--- src/rtl/ram_arbiter.sv ---
// Round-robin owner of the single RAM transaction port. Whole transactions are granted
// and forwarded combinationally to the owner, with an optional completion watchdog.
module ram_arbiter #(
    parameter int N_REQ   = 2,
    parameter int ADDR_W  = 64,
    parameter int DATA_W  = 32,
    parameter int TIMEOUT = 0
) (
    input  logic                      clk,
    input  logic                      rst_n,
    input  logic [N_REQ-1:0]          req_txs,
    input  logic [N_REQ-1:0]          req_re,
    input  logic [N_REQ-1:0]          req_we,
    input  logic [N_REQ*ADDR_W-1:0]   req_addr,
    input  logic [N_REQ*DATA_W-1:0]   req_wd,
    output logic [N_REQ-1:0]          req_txe,
    output logic [N_REQ-1:0]          req_err,
    output logic [DATA_W-1:0]         req_out,
    output logic [N_REQ-1:0]          grant,
    output logic                      ram_txs,
    output logic                      ram_re,
    output logic                      ram_we,
    output logic [ADDR_W-1:0]         ram_addr,
    output logic [DATA_W-1:0]         ram_wd,
    input  logic                      ram_txe,
    input  logic                      ram_err,
    input  logic [DATA_W-1:0]         ram_out
);
    localparam int GW = $clog2(N_REQ);
    localparam int TW = (TIMEOUT > 1) ? $clog2(TIMEOUT) : 1;
    // Flag is registered, so it is raised one count early to show on the TIMEOUT-th busy cycle.
    localparam logic [TW-1:0] TMR_LAST = TW'((TIMEOUT > 1) ? TIMEOUT - 2 : 0);
    localparam logic [GW-1:0] LAST_REQ = GW'(N_REQ - 1);

    typedef enum logic [1:0] {IDLE, BUSY, RELEASE} st_t;

    st_t           st;
    logic [GW-1:0] gnt;
    logic [GW-1:0] ptr;
    logic [TW-1:0] tmr;
    logic          to_flag;
    logic [GW-1:0] pick;

    logic [ADDR_W-1:0] addr_a [N_REQ];
    logic [DATA_W-1:0] wd_a   [N_REQ];

    for (genvar i = 0; i < N_REQ; i++) begin : g_slice
        assign addr_a[i] = req_addr[i*ADDR_W +: ADDR_W];
        assign wd_a[i]   = req_wd[i*DATA_W +: DATA_W];
    end

    function automatic logic [GW-1:0] rr_idx(input logic [GW-1:0] base, input int off);
        int s;
        s = int'(base) + off;
        if (s >= N_REQ) s = s - N_REQ;
        return GW'(s);
    endfunction

    // Scan from the far end back so the requester closest to ptr wins.
    always_comb begin
        pick = ptr;
        for (int i = N_REQ - 1; i >= 0; i--) begin
            if (req_txs[rr_idx(ptr, i)]) pick = rr_idx(ptr, i);
        end
    end

    always_ff @(posedge clk or negedge rst_n) begin
        if (!rst_n) begin
            st      <= IDLE;
            gnt     <= '0;
            ptr     <= '0;
            tmr     <= '0;
            to_flag <= 1'b0;
        end else begin
            case (st)
                IDLE: begin
                    if (|req_txs) begin
                        gnt <= pick;
                        st  <= BUSY;
                        tmr <= '0;
                    end
                end
                BUSY: begin
                    if (TIMEOUT > 0 && !ram_txe && !to_flag) begin
                        tmr <= tmr + TW'(1);
                        if (tmr == TMR_LAST) to_flag <= 1'b1;
                    end
                    if (!req_txs[gnt]) st <= RELEASE;
                end
                RELEASE: begin
                    // A RAM still holding txe keeps the port closed to everyone.
                    if (!ram_txe) begin
                        st      <= IDLE;
                        ptr     <= (gnt == LAST_REQ) ? '0 : gnt + GW'(1);
                        to_flag <= 1'b0;
                    end
                end
                default: st <= IDLE;
            endcase
        end
    end

    always_comb begin
        ram_txs  = 1'b0;
        ram_re   = 1'b0;
        ram_we   = 1'b0;
        ram_addr = '0;
        ram_wd   = '0;
        req_txe  = '0;
        req_err  = '0;
        grant    = '0;
        if (st == BUSY) begin
            ram_txs      = req_txs[gnt];
            ram_re       = req_re[gnt];
            ram_we       = req_we[gnt];
            ram_addr     = addr_a[gnt];
            ram_wd       = wd_a[gnt];
            req_txe[gnt] = ram_txe | to_flag;
            req_err[gnt] = ram_err | to_flag;
            grant[gnt]   = 1'b1;
        end
    end

    assign req_out = ram_out;

endmodule

--- config.mk ---
export PLATFORM = sky130hd
export DESIGN_NAME = ram_arbiter
export DESIGN_NICKNAME = d
export VERILOG_FILES = /design/src/rtl/ram_arbiter.sv
export SDC_FILE = /design/constraint.sdc
export NUM_CORES = 1
export LEC_CHECK = 0
export CAP_MARGIN = 20
export CORE_AREA = 2 2 146 148
export CTS_CLUSTER_DIAMETER = 40
export DETAILED_ROUTE_END_ITERATION = 6
export DIE_AREA = 0 0 148 150
export DONT_BUFFER_PORTS = 1
export HOLD_SLACK_MARGIN = 0.03
export PLACE_DENSITY_LB_ADDON = 0.12
export SLEW_MARGIN = 20
export SYNTH_ARGS = -nofsm -noshare
export SYNTH_HDL_FRONTEND = slang
export SYNTH_SLANG_ARGS = --single-unit
--- constraint.sdc ---
create_clock -name clk -period 1 [get_ports clk]
set_input_delay 0.05 -clock clk [delete_from_list [all_inputs] [get_ports clk]]
set_output_delay 0.05 -clock clk [all_outputs]
set_load 0.01 [all_outputs]
==> metrics <==
Critical Setup Path Class reg2out; internal power about 5 mW; Final ANT Viol Nets 0; Synth Area in Compound Gates 0.0242; Vias 1918; fill count ~2400; number of global-route vias before repair roughly 1900; clock skew between 6 and 7 ps; crit path from gnt; PnR worst setup slack -438 ps; switching pwr roughly 5.4 mW; TritonCTS sink count 4; xor/xnor share of the synthesized area 0; Pleak 1.20 nW; total track usage 0.0633; endpoint class of the critical path output pin; number of max-cap violations 0; Worst R2R Start gnt; syn_nets between 500 and 600; Place WS -316 ps; Tot Pwr a little over 10 mW; Buffers on Ports 0; worst hold path type in2reg; die area between 0.02 and 0.025 mm²; crit path launch type flip-flop; Synth area leaders mux2i_1 (48%), nor2_1 (17%), buf_4 (13%); Pwr Density roughly 3400 mW/mm²; initial antenna violation count 1; # placed instances roughly 500; worst vdd ir 0.704 mV; GP Congestion ~0.70; Die Y roughly 150 µm; leading area contributor after synthesis mux2i_1; core area just over 0.02 mm²; YS warnings 0; Synth top area share 0.484; area of the multi-input gates between 0.002 and 0.0025 mm²; CTS max path bufs 2; Worst-Margin Slew ~270 ps; pin count of the biggest net entering global routing 34; Tcrit/Tclk final 1.44; DRC Markers 0; HP Start req_txs[1]; Simple-Gate Fraction of Synth Area 0.228; worst path required time about 950 ps; failing checks setup timing; syn_area_per_cell approximately 7.5 µm²; Clock Latency Late Sink 230 ps; total grt overflow 0; CP arrival roughly 1400 ps; final core occ 0.146; Boundary Pins 371; row count 53; Slew HR 0.816; first-pass GRT wire length 10.5 mm; Synth cell types 18; RSZ-0062 raised after global routing true; mux cell area share after synthesis 0.484; FF+latch count, synth 4; Clk pin slew, worst setup/hold paths roughly 40 ps; Avg WL per Cell between 15 and 20 µm; vias per cell approximately 3.6; worst-path fanout max 5; Logic pwr share 0.906; min cycle time layout roughly 1400 ps; register area share after synthesis 0.0484; outcome finished with violations; Fmax slightly below 700 MHz; combinational family with the most area after synthesis multiplexers; Routed Wire Length 8.64 mm; Post-Synth Adder-Cell Area 0; final setup violation count 109; die width between 100 and 150 µm; root buf cell clkbuf_16; fin. max-slew vios 0; Final Non-Filler Cells ~530; post-layout net count 491; Reg power frac 0.031; CTS HTree Levels 1; FF/Latch Area 104 µm²; TritonRoute pass-1 iters 2; area grow syn2layout 46.0%; share of cells above drive strength 1 0.629; Post-Synthesis Cells roughly 280; CTS tree done; switching share of power 0.521; Clk network pwr share 0.063; Final Hold Viols 0; Initial Utilization 0.100; DP Wirelength between 6 and 7 mm; 1st-iter DRT viols 12; clock buffer count from CTS 3; setup tns final -41510 ps; Post-Syn Area just over 0.002 mm²
==> critical path, cell delays in order, from the launching register on <==
cell,delay (ps)
dfrtp_4,480
buf_6,150
buf_6,120
buf_8,120
mux2i_2,140
nor2_2,150
==> path summary, 6_finish.rpt <==
kind,slack (ps),endpoint,cells past startpoint
min in group asynchronous,130,st[0],1
setup reg to reg,-340,st[0],5
hold / removal,40,gnt,2
hold reg to reg,520,ptr,2
max in group asynchronous,620,gnt,1
setup / recovery,-440,ram_addr[44],5
==> layout by cell type, fill, tap and decap left out <==
cell type,n
buf_6,7
buf_4,5
dfrtp_1,3
buf_12,7
mux2i_1,76
dlygate4sd3_1,4
diode_2,2
nand2b_4,1
nor2b_1,1
nor2_1,4
a211oi_1,1
a21bo_1,1
nor3b_4,3
buf_16,4
clkbuf_1,1
buf_8,1
and2_4,1
a2bb2oi_2,1
a221oi_2,1
mux2i_2,17
inv_1,2
dfrtp_4,1
nor2_4,10
nor2b_4,1
clkbuf_16,5
and3_4,2
a22o_1,1
mux2i_4,7
nor2_2,87
nor3b_1,1
==> per-layer routing <==
metal | GRT usage | vias up | wire length, µm
met1 | 0.0637 | 859 | 2850
li1 | - | 856 | -
met2 | 0.124 | 181 | 4810
met4 | 0.0300 | 0 | 279
met3 | 0.0122 | 22 | 701
met5 | 0 | - | 0
==> power by group through the flow <==
stage / clock [mW] / combinational (mW) / sequential [mW]
global route: 0.677 / 10.0 / 0.342
detailed placement: 0 / 7.59 / 0.418
global placement: 0 / 7.59 / 0.411
finish: 0.653 / 9.41 / 0.325
floorplan: 0 / 6.92 / 0.332
CTS: 0.675 / 9.07 / 0.322
==> cell type report <==
cell class	count	share of cell area
diodes	2	0.00166
clock buffers	4	0.0261
inverters	2	0.00249
multi-input cells	216	0.665
flip-flops and latches	4	0.0344
well taps	275	0.114
repair buffers	30	0.156
==> cell families (layout without fill, tap and decap cells) <==
kind of cell,count (synthesis),count (layout)
AO/OA/AOI/OAI,5,5
buffers and inverters,57,36
other,0,2
AND/OR/NAND/NOR,111,111
multiplexers,100,100
flip-flops,4,4
==> state kept, by name, summed over array words and instances, names as in the netlist <==
| name | cells |
|---|---|
| gnt | 1 |
| st | 2 |
| ptr | 1 |
==> cells in the mapped netlist <==
cell         n
a211oi_1     1
a21bo_1      1
a221oi_2     1
a22o_1       1
a2bb2oi_1    1
and2_1       1
and3_1       2
buf_2        8
buf_4       35
buf_6       12
dfrtp_1      4
inv_1        2
mux2i_1    100
nand2b_1     1
nor2_1      91
nor2_2      10
nor2b_1      2
nor3b_1      4
==> stage by stage <==
step / instance area, µm² / hold WS (ps)
6_report: 3020 / 42.5
5_1_grt: 3020 / 52.6
3_3_place_gp: 2460 / -245
3_5_place_dp: 2460 / -245
2_1_floorplan: 2390 / -246
4_1_cts: 2860 / 40.8
==> repair_timing <==
action                     4_1_cts  5_1_grt
hold endpoints to repair         8        0
pin swaps                       17       18
setup endpoints to repair      109      109
resized for setup               39       31
cloned                           3        2
setup buffers                    7        2
hold buffers                     4        0
(Power assumes the default switching activity.)
